===== src/rtl/noc_packet_arbiter_if.sv =====
// Flit handshake bundle for noc_packet_arbiter.
//   din_msg  : NUM_IN flits concatenated, channel i at [64*i+63:64*i]
//   din_val  : per-channel valid
//   din_rdy  : per-channel ready
//   dout_msg : merged flit
//   dout_val : merged valid
//   dout_rdy : downstream ready
// Modport master is the environment (sources and sink); slave is the arbiter.
interface noc_packet_arbiter_if #(
  parameter int unsigned NUM_IN = 4
);
  logic [64*NUM_IN-1:0] din_msg;
  logic [NUM_IN-1:0]    din_val;
  logic [NUM_IN-1:0]    din_rdy;
  logic [63:0]          dout_msg;
  logic                 dout_val;
  logic                 dout_rdy;

  modport master (
    output din_msg, din_val, dout_rdy,
    input  din_rdy, dout_msg, dout_val
  );

  modport slave (
    input  din_msg, din_val, dout_rdy,
    output din_rdy, dout_msg, dout_val
  );
endinterface


===== src/rtl/noc_packet_arbiter.sv =====
// Packet-level round-robin arbiter merging four 64-bit val/rdy flit channels.
// A winner stays locked from its header through its last payload flit, so
// packets never interleave. The datapath is a combinational mux; only the
// arbitration state (FSM, rr_ptr, owner, cnt) is registered.
// Ports:
//   clk       : clock, rising edge
//   rst       : asynchronous active-high reset
//   bus       : flit handshake bundle (slave side)
//   busy      : high while locked mid-packet
//   cur_owner : selected channel (combinational pick when idle, owner when locked)
module noc_packet_arbiter #(
  parameter int unsigned NUM_IN   = 4,
  parameter int unsigned PLEN_LSB = 22
) (
  input  logic                 clk,
  input  logic                 rst,
  noc_packet_arbiter_if.slave  bus,
  output logic                 busy,
  output logic [1:0]           cur_owner
);

  typedef enum logic {StIdle, StFwd} state_e;

  state_e     state_q, state_d;
  logic [1:0] rr_ptr_q, rr_ptr_d;
  logic [1:0] owner_q, owner_d;
  logic [7:0] cnt_q, cnt_d;

  logic [1:0]  sel;
  logic [63:0] dout_msg;
  logic        dout_val;
  logic        fire;
  logic [7:0]  plen;

  // Selection never looks at dout_rdy, which keeps the handshake loop-free.
  // Scanning from the far end down lets the candidate nearest rr_ptr win.
  // Reset forces channel 0 so outputs are defined while rst is held.
  always_comb begin
    sel = rr_ptr_q;
    if (rst) begin
      sel = 2'd0;
    end else if (state_q == StFwd) begin
      sel = owner_q;
    end else begin
      for (int k = int'(NUM_IN) - 1; k >= 0; k--) begin
        if (bus.din_val[2'(rr_ptr_q + 2'(k))]) sel = 2'(rr_ptr_q + 2'(k));
      end
    end
  end

  assign dout_msg     = bus.din_msg[{sel, 6'd0} +: 64];
  assign dout_val     = bus.din_val[sel];
  assign bus.dout_msg = dout_msg;
  assign bus.dout_val = dout_val;
  assign fire         = dout_val & bus.dout_rdy;
  assign plen         = dout_msg[PLEN_LSB +: 8];

  always_comb begin
    bus.din_rdy      = '0;
    bus.din_rdy[sel] = bus.dout_rdy;
  end

  always_comb begin
    state_d  = state_q;
    rr_ptr_d = rr_ptr_q;
    owner_d  = owner_q;
    cnt_d    = cnt_q;
    unique case (state_q)
      StIdle: begin
        if (fire) begin
          if (plen == 8'd0) begin
            rr_ptr_d = sel + 2'd1;
          end else begin
            state_d = StFwd;
            owner_d = sel;
            cnt_d   = plen;
          end
        end
      end
      StFwd: begin
        if (fire) begin
          cnt_d = cnt_q - 8'd1;
          if (cnt_q == 8'd1) begin
            state_d  = StIdle;
            rr_ptr_d = owner_q + 2'd1;
          end
        end
      end
      default: state_d = StIdle;
    endcase
  end

  always_ff @(posedge clk or posedge rst) begin
    if (rst) begin
      state_q  <= StIdle;
      rr_ptr_q <= 2'd0;
      owner_q  <= 2'd0;
      cnt_q    <= 8'd0;
    end else begin
      state_q  <= state_d;
      rr_ptr_q <= rr_ptr_d;
      owner_q  <= owner_d;
      cnt_q    <= cnt_d;
    end
  end

  assign busy      = (state_q == StFwd);
  assign cur_owner = sel;

endmodule


===== src/flat_wrapper.sv =====
// flat-port wrapper written by rule: the top's interface ports become plain ports
module noc_packet_arbiter_flat 
#(
  parameter int unsigned NUM_IN   = 4,
  parameter int unsigned PLEN_LSB = 22
)
  (clk, rst, busy, cur_owner, bus_din_msg, bus_din_val, bus_dout_rdy, bus_din_rdy, bus_dout_msg, bus_dout_val);
  noc_packet_arbiter_if #(.NUM_IN(NUM_IN)) bus_i ();
  input  logic clk;
  input  logic rst;
  output logic busy;
  output logic [1:0] cur_owner;
  input wire logic [$bits(bus_i.din_msg)-1:0] bus_din_msg;
  input wire logic [$bits(bus_i.din_val)-1:0] bus_din_val;
  input wire logic [$bits(bus_i.dout_rdy)-1:0] bus_dout_rdy;
  output wire logic [$bits(bus_i.din_rdy)-1:0] bus_din_rdy;
  output wire logic [$bits(bus_i.dout_msg)-1:0] bus_dout_msg;
  output wire logic [$bits(bus_i.dout_val)-1:0] bus_dout_val;
  assign bus_i.din_msg = bus_din_msg;
  assign bus_i.din_val = bus_din_val;
  assign bus_i.dout_rdy = bus_dout_rdy;
  assign bus_din_rdy = bus_i.din_rdy;
  assign bus_dout_msg = bus_i.dout_msg;
  assign bus_dout_val = bus_i.dout_val;
  noc_packet_arbiter #(.NUM_IN(NUM_IN), .PLEN_LSB(PLEN_LSB)) u_core (.clk(clk), .rst(rst), .bus(bus_i), .busy(busy), .cur_owner(cur_owner));
endmodule

===== config.mk =====
export PLATFORM = sky130hd
export DESIGN_NAME = noc_packet_arbiter_flat
export DESIGN_NICKNAME = d
export VERILOG_FILES = /design/src/rtl/noc_packet_arbiter_if.sv /design/src/rtl/noc_packet_arbiter.sv /design/src/flat_wrapper.sv
export SDC_FILE = /design/constraint.sdc
export NUM_CORES = 1
export LEC_CHECK = 0
export BUFFER_PORTS_ARGS = -buffer_cell sky130_fd_sc_hd__buf_4
export CORE_AREA = 2 2 130 132
export CTS_BUF_LIST = sky130_fd_sc_hd__clkbuf_2
export DETAILED_ROUTE_END_ITERATION = 12
export DIE_AREA = 0 0 132 134
export PLACE_DENSITY = 0.52
export SLEW_MARGIN = 10
export SYNTH_ARGS = -nofsm -noshare
export SYNTH_HDL_FRONTEND = slang
export SYNTH_SLANG_ARGS = --single-unit
export TNS_END_PERCENT = 50

===== constraint.sdc =====
create_clock -name clk -period 7.3 [get_ports clk]
set_input_delay 0 -clock clk [delete_from_list [all_inputs] [get_ports clk]]
set_output_delay 0 -clock clk [all_outputs]
set_load 0.01 [all_outputs]

Word level (Yosys, flattened, before mapping)
Index checks and enable logic that the tools add are counted.
{"block": "totals", "register_bits": 13, "input_bits": 263}
{"block": "classes", "bitwise": 4, "n_mux": 32, "eq_ne": 6, "addsub": 6, "shift": 1, "n_reduce_logical": 5, "magnitude_cmp": 6}
{"cell": "variable part select 256 x 9 -> 64 bit", "count": 1}
{"cell": "2-to-1 mux 8 bit", "count": 3}
{"cell": "2-to-1 mux 2 bit", "count": 10}
{"cell": "case mux 8 bit (2 select lines)", "count": 1}
{"cell": "less-than comparator 2 x 3 -> 1 bit (second input constant)", "count": 5}
{"cell": "binary-select mux 1 bit (select 2 bit)", "count": 5}
{"cell": "2-to-1 mux 1 bit", "count": 10}
{"cell": "equality test 8 x 1 -> 1 bit (second input constant)", "count": 1}
{"cell": "logical NOT 8 bit", "count": 1}
{"cell": "subtractor 8 x 1 -> 8 bit (second input constant)", "count": 1}
{"cell": "adder 2 x 1 -> 2 bit (second input constant)", "count": 3}
{"cell": "!= test 2 bit (second input constant)", "count": 3}
{"cell": "AND reduction 3 bit", "count": 2}
{"cell": "adder 2 bit (second input constant)", "count": 2}
{"cell": "bitwise AND 4 bit", "count": 1}
{"cell": "!= test 2 x 1 -> 1 bit (second input constant)", "count": 2}
{"cell": "case mux 2 bit (2 select lines)", "count": 1}
{"cell": "AND reduction 4 bit", "count": 1}
{"cell": "demux 1 bit (select 2 bit)", "count": 1}
{"cell": "greater-or-equal comparator 2 x 1 -> 1 bit (second input constant)", "count": 1}
{"cell": "NOT 1 bit", "count": 2}
{"cell": "case mux 1 bit (2 select lines)", "count": 1}
{"cell": "bitwise AND 1 bit", "count": 1}
{"cell": "logical AND 1 bit", "count": 1}

Logic depth before layout (Yosys ltp)
Gate-level depths: netlist (run 1).
{"block": "logic_depth", "depth_word": 14, "depth_mapped": 11}

Least setup slack after synthesis (run 1)
No wires, ideal clock.
{"block": "synth_timing", "path_kind": "flip-flop to flip-flop", "from": "reg u_core.rr_ptr_q[0]", "to": "reg u_core.owner_q[0]", "required_time_ns": 7.172, "synth_period_minus_slack_ns": 2.646, "setup_slack_ns": 4.654, "stages_incl_launch_ff": 11, "setup_time_ns": 0.128, "t_arrival_ns": 2.518, "path_cell_list": "dfrtp_1 and2b_4 nor3_1 o2111ai_2 and2_1 buf_6 inv_6 mux2i_1 nand2_1 a211oi_2 mux2_1"}
{"block": "synth_via", "elab_chain_len": 13}
{"item": "from (decl)", "line": "noc_packet_arbiter.sv:25", "text": "logic [1:0] rr_ptr_q, rr_ptr_d;"}
{"item": "from (signal assigned)", "line": "noc_packet_arbiter.sv:101", "text": "rr_ptr_q <= rr_ptr_d;"}
{"item": "adder 2 bit", "line": "noc_packet_arbiter.sv:46", "text": "if (bus.din_val[2'(rr_ptr_q + 2'(k))]) sel = 2'(rr_ptr_q + 2'(k));"}
{"item": "binary-select mux 1 bit (select 2 bit)", "line": "noc_packet_arbiter.sv:46"}
{"item": "2-to-1 mux 1 bit (not written as such)", "line": "noc_packet_arbiter.sv:46"}
{"item": "2-to-1 mux 2 bit (3 in a row)", "line": "noc_packet_arbiter.sv:46"}
{"item": "2-to-1 mux 2 bit *", "line": "noc_packet_arbiter.sv:46"}
{"item": "2-to-1 mux 2 bit *", "line": "noc_packet_arbiter.sv:42", "text": "end else if (state_q == StFwd) begin"}
{"item": "2-to-1 mux 2 bit *", "line": "noc_packet_arbiter.sv:40", "text": "if (rst) begin"}
{"item": "binary-select mux 1 bit (select 2 bit) *", "line": "noc_packet_arbiter.sv:52", "text": "assign dout_val = bus.din_val[sel];"}
{"item": "2-to-1 mux 1 bit (not written as such) *", "line": "noc_packet_arbiter.sv:52"}
{"item": "net bus_dout_val", "line": "flat_wrapper.sv:18", "text": "output wire logic [$bits(bus_i.dout_val)-1:0] bus_dout_val;"}
{"item": "bitwise AND 1 bit *", "line": "noc_packet_arbiter.sv:55", "text": "assign fire = dout_val & bus.dout_rdy;"}
{"item": "AND reduction 3 bit (no line) *"}
{"item": "to (signal assigned)", "line": "noc_packet_arbiter.sv:102", "text": "owner_q <= owner_d;"}
{"item": "to (decl)", "line": "noc_packet_arbiter.sv:26", "text": "logic [1:0] owner_q, owner_d;"}
Mark *: on every way through the listed nets, which the timed path passes. The rest lies on a longest branch. The select of a mux whose other input is x is not followed.
A chain may end at the register's enable or synchronous reset.

Worst setup path in the final report (run 1)
{"block": "layout_timing", "from": "reg u_core.state_q (netlist: u_core.busy)", "to": "out bus_dout_msg[59]"}
{"block": "layout_via", "elab_chain_len": 3}
{"item": "from (decl)", "line": "noc_packet_arbiter.sv:24", "text": "state_e state_q, state_d;"}
{"item": "from (signal assigned)", "line": "noc_packet_arbiter.sv:95", "text": "state_q <= StIdle;"}
{"item": "from (signal assigned)", "line": "noc_packet_arbiter.sv:100", "text": "state_q <= state_d;"}
{"item": "2-to-1 mux 2 bit", "line": "noc_packet_arbiter.sv:42"}
{"item": "2-to-1 mux 2 bit", "line": "noc_packet_arbiter.sv:40"}
{"item": "variable part select 256 x 9 -> 64 bit", "line": "noc_packet_arbiter.sv:51", "text": "assign dout_msg = bus.din_msg[{sel, 6'd0} +: 64];"}
{"item": "to (decl)", "line": "flat_wrapper.sv:17", "text": "output wire logic [$bits(bus_i.dout_msg)-1:0] bus_dout_msg;"}
No other way between the ends.

==> results of run 1 <==
==> cell usage in the layout, fill, tap and decap left out, types with 3 or more instances in the layout <==
cell type                  synthesis  layout
sky130_fd_sc_hd__a32oi_1           6       6
sky130_fd_sc_hd__a32o_1            3       3
sky130_fd_sc_hd__o31ai_1           3       3
sky130_fd_sc_hd__dfrtp_1          13      13
sky130_fd_sc_hd__nor4_1            5       5
sky130_fd_sc_hd__and3_1           58      58
sky130_fd_sc_hd__inv_1            11      11
sky130_fd_sc_hd__a21oi_1           9       9
sky130_fd_sc_hd__nand2_1         249     249
sky130_fd_sc_hd__buf_4             0     339
sky130_fd_sc_hd__nor2_1           15      15
sky130_fd_sc_hd__o221ai_1          3       3
sky130_fd_sc_hd__o21ai_0           7       7
sky130_fd_sc_hd__clkbuf_2          0       4
sky130_fd_sc_hd__nand3_1           7       7
sky130_fd_sc_hd__a31oi_1          58      58
sky130_fd_sc_hd__mux2i_1          15      15
sky130_fd_sc_hd__o21ai_1           3       3
sky130_fd_sc_hd__nor3_1           10      10
==> metrics by stage <==
step           total power, uW  util [%]  hold slack [ns]  setup slack [ns]
6_report                   450      36.6            0.233              2.87
5_1_grt                    485      36.6            0.219              2.51
4_1_cts                    454      36.6            0.200              2.82
3_5_place_dp               409      36.5           0.0480              2.98
3_3_place_gp               409      36.5           0.0433              3.04
2_1_floorplan              221         -            0.153              4.65
==> cell type report <==
cell class / instances / area (um2)
Tap cell: 220 / 275
Sequential cell: 13 / 325
Multi-Input combinational cell: 503 / 2730
Timing Repair Buffer: 340 / 2550
Inverter: 14 / 60.1
Clock buffer: 4 / 20.0
Fill cell: 1883 / 10300
==> final timing paths <==
kind	startpoint	slack, ns	end
min in group asynchronous	rst	0.26	u_core.cnt_q[0]
max	u_core.busy	2.87	bus_dout_msg[59]
max reg2reg	u_core.busy	2.94	u_core.owner_q[0]
min reg2reg	u_core.owner_q[1]	0.55	u_core.owner_q[1]
max in group asynchronous	rst	6.47	u_core.cnt_q[3]
min	bus_dout_rdy	0.23	u_core.cnt_q[1]
==> power by group through the flow <==
stage | Clock, uW | Combinational, uW | Sequential, uW
2_1_floorplan | 0 | 133 | 87.6
3_3_place_gp | 0 | 318 | 91.0
3_5_place_dp | 0 | 318 | 90.9
4_1_cts | 44.9 | 320 | 89.4
5_1_grt | 46.2 | 348 | 90.9
6_report | 42.7 | 318 | 89.3
==> cell usage after synthesis (all sizes together) (2+ instances only) <==
library cell  instances  area share, %
a2111oi               2            1.1
a211oi                3           0.83
a21o                  2           0.45
a21oi                 9            1.4
a221oi                2            1.2
a311oi                2           0.53
a31oi                58             11
a32o                  3           0.91
a32oi                 7            2.1
and2                  4           0.75
and3                 58             11
buf                  20            2.9
clkbuf               28            3.2
dfrtp                13            9.8
ha                    2           0.75
inv                  14            1.8
mux2                  3            1.0
mux2i                16            4.9
nand2               250             29
nand2b                2           0.38
nand3                 7            1.1
nor2                 15            1.7
nor2b                 2           0.38
nor3                 10            1.5
nor4                  5           0.94
o211ai                2           0.45
o21a                  2           0.49
o21ai                11            2.0
o221ai                3           0.79
o311ai                2           0.75
o31ai                 3           0.68
or2                   2           0.38
or3                   2           0.38
==> flip-flops by register name, summed over array words and instances (netlist names) <==
signal	flops
u_core.cnt_q	8
u_core.owner_q	2
u_core.busy	1
u_core.rr_ptr_q	2
==> cell families (layout without fill, tap and decap cells) <==
kind of cell	count (synthesis)	count (layout)	share of synthesized area, %
compound gates	121	121	27.6
xor+xnor	1	1	0.264
fa+ha+maj	2	2	0.754
buf+inv	62	358	7.88
flops	13	13	9.80
mux	19	19	5.96
simple gates	360	360	47.7
==> layer usage <==
layer | global-route usage (%) | wire (um) | up-vias
li1 | - | - | 2625
met1 | 25.9 | 8240 | 2421
met2 | 35.3 | 9450 | 231
met3 | 6.24 | 1740 | 24
met4 | 4.29 | 446 | 0
met5 | 0 | 0 | -
==> critical path, cell delays in order (launching register included) <==
cell and delay (ns):
sky130_fd_sc_hd__dfrtp_1 0.92, sky130_fd_sc_hd__nand2_1 0.51, sky130_fd_sc_hd__o21ai_4 0.28, sky130_fd_sc_hd__nand2_4 0.36
sky130_fd_sc_hd__inv_4 0.54, sky130_fd_sc_hd__buf_4 0.72, sky130_fd_sc_hd__nand2_1 0.13, sky130_fd_sc_hd__and3_1 0.19
sky130_fd_sc_hd__a31oi_1 0.22, sky130_fd_sc_hd__buf_4 0.17
==> what timing repair did <==
action                                 in CTS  in global routing
endpoints found under the hold margin       5                  0
hold buffers                                1                  0
setup buffers                               0                  0
gates resized for setup                     0                  0
==> impl_metrics.env, run 1 <==
export IMPL_synth_edff_count=0
export IMPL_netlist_area_um2=3320
export IMPL_finalHoldViolations=0
export IMPL_maxSlewViolCount=0
export IMPL_finalSetupViolations=0
export IMPL_cts_reportedPaths_clkPinSlew_ns=0.16
export IMPL_io_pins=335
export IMPL_max_vdd_ir_drop_uv=71.5
export IMPL_antenna_violations_before_repair=0
export IMPL_seq_power_share_pct=19.9
export IMPL_timing_critical_path_fanout_max=80
export IMPL_drt_pass1_iterations=6
export IMPL_post_route_period_util_pct=60.7
export IMPL_slew_headroom_pct=43.5
export IMPL_clk_latency_ns=0.30
export IMPL_layout_cells_non_filler=1094
export IMPL_chipHeight_um=134
export IMPL_p_comb_share_pct=70.7
export IMPL_num_nets_final=1140
export IMPL_clock_skew_ns=0.0176
export IMPL_cts_tree="done"
export IMPL_synth_yosys_seq_area_share_pct=9.80
export IMPL_gr_usage_all_layers_pct=20.7
export IMPL_final_layout_size_suffix_gt1_share_pct=41.6
export IMPL_synth_area_per_cell_um2=5.74
export IMPL_async_flop_share_pct=100
export IMPL_grt_remaining_overflow=0
export IMPL_max_cap_viol_count=0
export IMPL_clock_path_buffers=2
export IMPL_htree_levels=1
export IMPL_design_core_area_um2=16300
export IMPL_stdcell_area_um2=5970
export IMPL_post_dp_hpwl_mm=15.7
export IMPL_antenna_cells_inserted=0
export IMPL_finalWeightedCongestion=0.829
export IMPL_worst_ep_required_time_ns=7.30
export IMPL_power_clock_fraction_pct=9.5
export IMPL_tightest_slew_ns=0.847
export IMPL_maxClockFrequency_mhz=226
export IMPL_synth_nets=843
export IMPL_post_drt_wl_per_cell_um=18.2
export IMPL_crit_path_end_kind="primary output"
export IMPL_placement_row_count=47
export IMPL_placed_cell_area_um2=5940
export IMPL_cp_data_arrival_time_ns=4.43
export IMPL_drtAntennaViolNets=0
export IMPL_cts_root_buf="sky130_fd_sc_hd__clkbuf_2"
export IMPL_worstSetupStartpointType="flip-flop"
export IMPL_top_ff_cell_synth="sky130_fd_sc_hd__dfrtp_1"
export IMPL_synthCells=578
export IMPL_start_util_pct=20.4
export IMPL_ys_seq_elements=13
export IMPL_p_sw_uw=176
export IMPL_detail_route_drc_violations=0
export IMPL_portBuffers=334
export IMPL_type_of_the_most_critical_hold_path="in2reg"
export IMPL_areaGrowthSynthToFinish_pct=79.9
export IMPL_final_min_clock_period_ns=4.43
export IMPL_grt_first_pass_wirelength_mm=29.3
export IMPL_setup_tns_final_ns=0
export IMPL_worstRegToRegCells=8
export IMPL_total_leakage_power_uw=0.00306
export IMPL_wirelength_mm=19.9
export IMPL_synth_cell_type_count=65
export IMPL_power_density_nw_per_um2=75.3
export IMPL_critPathKind="reg2out"
export IMPL_route_detailed_vias_per_inst=4.85
export IMPL_swShare_pct=39.2
export IMPL_grt_start_max_net_pins=81
export IMPL_routed_via_count=5301
export IMPL_yosys_warnings=0
export IMPL_die_x_um=132
export IMPL_clock_sinks=13
export IMPL_grt_setup_unrepaired="false"
export IMPL_first_global_vias=5152
export IMPL_cts_buffers_inserted=3
export IMPL_result_of_the_run="finished clean"
export IMPL_place_detailed_instances=1089
export IMPL_holdPathStages=3
export IMPL_power_internal_uw=273
export IMPL_drtIter0Drc=287
export IMPL_die_area_um2=17700
No activity file was read; power rests on OpenSTA's default activity.
==> run 2, diff against run 1 <==
--- a/config.mk
+++ b/config.mk
@@ -6,11 +6,11 @@
 export NUM_CORES = 1
 export LEC_CHECK = 0
 export BUFFER_PORTS_ARGS = -buffer_cell sky130_fd_sc_hd__buf_4
-export CORE_AREA = 2 2 130 132
+export CORE_AREA = 2 2 129 131
 export CTS_BUF_LIST = sky130_fd_sc_hd__clkbuf_2
 export DETAILED_ROUTE_END_ITERATION = 12
-export DIE_AREA = 0 0 132 134
-export PLACE_DENSITY = 0.52
+export DIE_AREA = 0 0 131 133
+export PLACE_DENSITY = 0.54
 export SLEW_MARGIN = 10
 export SYNTH_ARGS = -nofsm -noshare
 export SYNTH_HDL_FRONTEND = slang
==> constraint.sdc (replaced) <==
create_clock -name clk -period 3.7 [get_ports clk]
set_input_delay 0 -clock clk [delete_from_list [all_inputs] [get_ports clk]]
set_output_delay 0 -clock clk [all_outputs]
set_load 0.01 [all_outputs]
==> impl_metrics.env, run 2 (synthesized netlist as in run 1, its figures left out) <==
export IMPL_critical_path_most_common_cell="sky130_fd_sc_hd__nand2_1"
export IMPL_setup_ws_ns=0.493
export IMPL_final_min_clock_period_ns=3.21
export IMPL_post_route_period_util_pct=86.7
export IMPL_type_of_the_most_critical_hold_path="in2reg"
export IMPL_num_nets_final=1145
export IMPL_tightest_slew_ns=0.923
export IMPL_critPathTopFamily="simple AND/OR/NAND/NOR gates"
export IMPL_grt_start_max_net_pins=117
export IMPL_antenna_cells_inserted=0
export IMPL_finalHoldViolations=0
export IMPL_cts_hold_buffers_added=1
export IMPL_die_x_um=131
export IMPL_final_util_pct=37.3
export IMPL_beginning_of_the_critical_path="u_core.busy"
export IMPL_worstRegToRegCells=10
export IMPL_slew_headroom_pct=38.5
export IMPL_cts_tree="done"
export IMPL_antenna_violations_before_repair=0
export IMPL_maxClockFrequency_mhz=312
export IMPL_cts_buffers_inserted=3
export IMPL_grt_remaining_overflow=0
export IMPL_critical_path_depth=9
export IMPL_regArea_um2=325
export IMPL_first_global_vias=4841
export IMPL_total_leakage_power_uw=0.00309
export IMPL_grt_setup_unrepaired="false"
export IMPL_crit_path_max_incr_delay_ns=0.69
export IMPL_grt_first_pass_wirelength_mm=26.6
export IMPL_post_dp_hpwl_mm=14.6
export IMPL_place_worst_setup_slack_ns=0.541
export IMPL_clk_latency_ns=0.28
export IMPL_regToRegStartpoint="u_core.rr_ptr_q[0]"
export IMPL_top_register="u_core.cnt_q"
export IMPL_gr_usage_all_layers_pct=19.3
export IMPL_crit_path_end_kind="primary output"
export IMPL_chipHeight_um=133
export IMPL_crit_chain="nand2_1 -> o21ai_4 -> nand2_4 -> inv_4 -> buf_12 -> nand2_1 -> and3_1 -> a31oi_1 -> buf_4"
export IMPL_clock_sinks=13
export IMPL_finalWeightedCongestion=0.834
export IMPL_htree_levels=1
export IMPL_cp_data_arrival_time_ns=3.21
export IMPL_cp_num_buf_inv=3
export IMPL_post_cts_resized_instances=0
export IMPL_worstSetupStartpointType="flip-flop"
export IMPL_max_cap_viol_count=0
export IMPL_post_drt_wl_per_cell_um=17.1
export IMPL_place_detailed_instances=1094
export IMPL_wirelength_mm=18.8
export IMPL_detail_route_drc_violations=0
export IMPL_placement_row_count=47
export IMPL_worst_ep_required_time_ns=3.70
export IMPL_drtIter0Drc=236
export IMPL_final_common_cell="sky130_fd_sc_hd__buf_4"
export IMPL_crit_slowest_cell="sky130_fd_sc_hd__dfrtp_1"
export IMPL_largest_registers="u_core.cnt_q x8, u_core.owner_q x2, u_core.rr_ptr_q x2"
export IMPL_routed_via_count=5243
export IMPL_layout_cells_non_filler=1099
export IMPL_regToRegSetupSlack_ns=0.51
export IMPL_drtAntennaViolNets=0
export IMPL_cts_root_buf="sky130_fd_sc_hd__clkbuf_2"
export IMPL_final_layout_size_suffix_gt1_share_pct=42.0
export IMPL_areaGrowthSynthToFinish_pct=81.7
export IMPL_io_pins=335
export IMPL_endpoint="bus_dout_msg[34]"
export IMPL_route_detailed_vias_per_inst=4.77
export IMPL_worstReg2RegEnd="u_core.owner_q[0]"
export IMPL_multiInputGateArea_um2=2730
export IMPL_timing_critical_path_fanout_max=116
export IMPL_die_area_um2=17400
export IMPL_clock_skew_ns=0.000678
export IMPL_portBuffers=334
export IMPL_finalSetupViolations=0
export IMPL_start_util_pct=20.5
export IMPL_result_of_the_run="finished clean"
export IMPL_drt_pass1_iterations=4
export IMPL_maxSlewViolCount=0
export IMPL_number_of_flip_flops_in_the_largest_register=8
export IMPL_power_density_nw_per_um2=147
export IMPL_holdPathStages=4
export IMPL_n_fill_cell=1819
export IMPL_critPathKind="reg2out"
export IMPL_totalPowerFinal_uw=884
export IMPL_cts_reportedPaths_clkPinSlew_ns=0.14
export IMPL_final_cell_mix="sky130_fd_sc_hd__buf_4 (342), sky130_fd_sc_hd__nand2_1 (249), sky130_fd_sc_hd__and3_1 (58), sky130_fd_sc_hd__a31oi_1 (58)"
export IMPL_max_vdd_ir_drop_uv=134
export IMPL_setup_tns_final_ns=0
export IMPL_postCtsSetupRepairBufs=0
export IMPL_clock_path_buffers=2
export IMPL_design_core_area_um2=16200
## run 2: layer usage
metal / track usage [%] / part of all wire [%] / vias up
met1: 24.2 / 40 / 2384
met2: 33.9 / 49 / 205
li1: - / - / 2636
met4: 3.25 / 1.9 / 0
met3: 4.41 / 8.9 / 18
met5: 0 / 0 / -
## run 2: worst min-delay path by stage
stage                               start               to  slack, ns
after floorplan           bus_din_msg[64]  bus_dout_msg[0]       0.15
after global placement                rst  u_core.cnt_q[5]       0.06
after detailed placement              rst  u_core.cnt_q[5]       0.07
after CTS                    bus_dout_rdy  u_core.cnt_q[1]       0.22
after global routing         bus_dout_rdy  u_core.cnt_q[1]       0.25
final                        bus_dout_rdy  u_core.cnt_q[5]       0.25
## run 2: cell type report
cell class                      instances  share of cell area (%)
Tap cell                              220                    4.56
Clock buffer                            4                   0.332
Timing Repair Buffer                  345                    43.4
Inverter                               14                   0.996
Sequential cell                        13                    5.39
Multi-Input combinational cell        503                    45.3
## run 2: worst register-to-register path: stages, from the launching register on
cell and delay, ns:
sky130_fd_sc_hd__dfrtp_1 0.44, sky130_fd_sc_hd__and2b_4 0.22, sky130_fd_sc_hd__nor3_1 0.22, sky130_fd_sc_hd__o2111ai_2 0.22, sky130_fd_sc_hd__and2_2 0.32, sky130_fd_sc_hd__inv_6 0.26, sky130_fd_sc_hd__mux2i_2 0.49, sky130_fd_sc_hd__a2111oi_4 0.08
sky130_fd_sc_hd__buf_4 0.21, sky130_fd_sc_hd__a211oi_2 0.28, sky130_fd_sc_hd__mux2_1 0.36
## run 2: power by group
| group | internal, uW | switching, uW |
|---|---|---|
| Sequential | 158 | 17.6 |
| Combinational | 355 | 273 |
| Clock | 28.7 | 51.7 |
| Total | 542 | 343 |
## run 2: per-stage QoR
step	hold slack (ns)	area, um2
after floorplan	0.153	3320
after global placement	0.0594	6000
after detailed placement	0.0702	6000
after CTS	0.217	6030
after global routing	0.246	6030
final	0.248	6030
==> run 3, diff against run 2 <==
==> constraint.sdc (replaced) <==
create_clock -name clk -period 2.7 [get_ports clk]
set_input_delay 0 -clock clk [delete_from_list [all_inputs] [get_ports clk]]
set_output_delay 0 -clock clk [all_outputs]
set_load 0.01 [all_outputs]
==> impl_metrics.env, run 3 (synthesized netlist as in run 1, its figures left out) <==
export IMPL_portBuffers=334
export IMPL_gr_usage_all_layers_pct=21.2
export IMPL_first_global_vias=5076
export IMPL_maxClockFrequency_mhz=370
export IMPL_seq_power_share_pct=18.7
export IMPL_final_util_pct=40.7
export IMPL_placement_row_count=47
export IMPL_regArea_um2=328
export IMPL_num_nets_final=1187
export IMPL_number_of_flip_flops_in_the_largest_register=8
export IMPL_cts_tree="done"
export IMPL_grt_remaining_overflow=0
export IMPL_htree_levels=1
export IMPL_max_cap_viol_count=0
export IMPL_finalHoldViolations=0
export IMPL_crit_chain="and2b_4 -> o31a_4 -> o21ai_4 -> buf_6 -> buf_6 -> a32oi_2 -> a32oi_2 -> a2111oi_4 -> buf_4 -> a211oi_4 -> mux2_1"
export IMPL_worst_hold_margin_ns=0.314
export IMPL_grt_first_pass_wirelength_mm=29.0
export IMPL_drt_pass1_iterations=4
export IMPL_cp_data_arrival_time_ns=2.89
export IMPL_clock_skew_ns=0.0120
export IMPL_clock_sinks=13
export IMPL_type_of_the_most_critical_hold_path="in2reg"
export IMPL_cts_buffers_inserted=3
export IMPL_clock_path_buffers=2
export IMPL_route_detailed_vias_per_inst=4.74
export IMPL_die_x_um=131
export IMPL_post_drt_wl_per_cell_um=17.6
export IMPL_timing_critical_path_fanout_max=4
export IMPL_drtIter0Drc=254
export IMPL_areaGrowthSynthToFinish_pct=98.2
export IMPL_power_internal_uw=799
export IMPL_worst_ep_required_time_ns=2.89
export IMPL_final_min_clock_period_ns=2.70
export IMPL_maxSlewViolCount=0
export IMPL_clk_latency_ns=0.29
export IMPL_detail_route_drc_violations=0
export IMPL_critPathKind="reg2reg"
export IMPL_totalPowerFinal_uw=1300
export IMPL_finalWeightedCongestion=0.825
export IMPL_grt_start_max_net_pins=59
export IMPL_finalSetupViolations=0
export IMPL_routed_via_count=5413
export IMPL_p_sw_uw=502
export IMPL_top_register="u_core.cnt_q"
export IMPL_max_vdd_ir_drop_uv=188
export IMPL_design_core_area_um2=16200
export IMPL_crit_slowest_cell="sky130_fd_sc_hd__dfrtp_1"
export IMPL_drtAntennaViolNets=0
export IMPL_crit_path_end_kind="flip-flop"
export IMPL_final_common_cell="sky130_fd_sc_hd__buf_4"
export IMPL_post_route_period_util_pct=100
export IMPL_post_dp_hpwl_mm=15.0
export IMPL_power_clock_fraction_pct=8.4
export IMPL_place_worst_setup_slack_ns=-0.0557
export IMPL_cts_root_buf="sky130_fd_sc_hd__clkbuf_2"
export IMPL_slew_headroom_pct=53.8
export IMPL_antenna_violations_before_repair=0
export IMPL_chipHeight_um=133
export IMPL_total_leakage_power_uw=0.00337
export IMPL_io_pins=335
export IMPL_cts_reportedPaths_clkPinSlew_ns=0.14
export IMPL_start_util_pct=20.5
export IMPL_grt_setup_unrepaired="true"
export IMPL_antenna_cells_inserted=0
export IMPL_crit_path_max_incr_delay_ns=0.42
export IMPL_p_comb_share_pct=73.0
export IMPL_result_of_the_run="finished clean"
export IMPL_power_density_nw_per_um2=198
export IMPL_final_cell_mix="sky130_fd_sc_hd__buf_4 (376), sky130_fd_sc_hd__nand2_1 (249), sky130_fd_sc_hd__and3_1 (58)"
export IMPL_final_layout_size_suffix_gt1_share_pct=46.6
export IMPL_die_area_um2=17400
export IMPL_n_fill_cell=1735
export IMPL_multiInputGateArea_um2=2840
export IMPL_largest_registers="u_core.cnt_q x8, u_core.owner_q x2, u_core.rr_ptr_q x2"
export IMPL_tightest_slew_ns=0.687
export IMPL_wirelength_mm=20.1
export IMPL_swShare_pct=38.6
export IMPL_worstSetupStartpointType="flip-flop"
export IMPL_setup_ws_ns=0.000485
[run 3: timing repair]
item	4_1_cts	5_1_grt
hold endpoints to repair	6	0
cloned	2	0
resized for setup	13	25
hold buffers	1	0
buffers inserted	3	12
pin swaps	3	10
endpoints found under the setup margin	44	55
[run 3: worst max-delay path, delay by kind of cell, from the launching register on]
family	cells	cell delay [ns]
buffers and inverters	3	0.39
flip-flops	1	0.42
AO/OA/AOI/OAI	6	1.21
multiplexers	1	0.35
AND/OR/NAND/NOR	1	0.22
[run 3: layout make-up]
type	count	share of cell area (%)
well taps	220	4.18
flip-flops and latches	13	4.98
repair buffers	387	46.2
clock buffers	4	0.304
multi-input cells	503	43.2
inverters	14	1.18
[run 3: worst paths after layout]
check,start,endpoint,slack [ns],cells past startpoint
worst max-delay path,u_core.rr_ptr_q[0],u_core.owner_q[1],0.0005,11
worst min-delay path,bus_dout_rdy,u_core.cnt_q[7],0.31,4
worst max register to register,u_core.rr_ptr_q[0],u_core.owner_q[1],0.0005,11
worst min register to register,u_core.cnt_q[1],u_core.cnt_q[1],0.57,1
max in group asynchronous,rst,u_core.cnt_q[5],1.94,4
min in group asynchronous,rst,u_core.rr_ptr_q[1],0.54,4
[run 3: routing by layer]
| metal | GRT usage [%] | part of all wire (%) | up-vias |
|---|---|---|---|
| met5 | 0 | 0 | - |
| met4 | 4.26 | 2.2 | 0 |
| met3 | 4.37 | 8.8 | 26 |
| met2 | 35.2 | 47 | 215 |
| met1 | 28.4 | 42 | 2447 |
| li1 | - | - | 2725 |
[run 3: through the flow]
step                cells  instance area [um2]  setup TNS [ns]
floorplan             578                 3320               0
global placement     1119                 6200               0
detailed placement   1119                 6200          -0.121
CTS                  1129                 6390               0
global route         1141                 6580          -0.278
finish               1141                 6580               0
[run 3: power groups by stage]
stage	combinational (uW)	clock [uW]	sequential (uW)
2_1_floorplan	360	0	237
3_3_place_gp	898	0	248
3_5_place_dp	895	0	246
4_1_cts	926	114	242
5_1_grt	1040	122	246
6_report	949	109	243
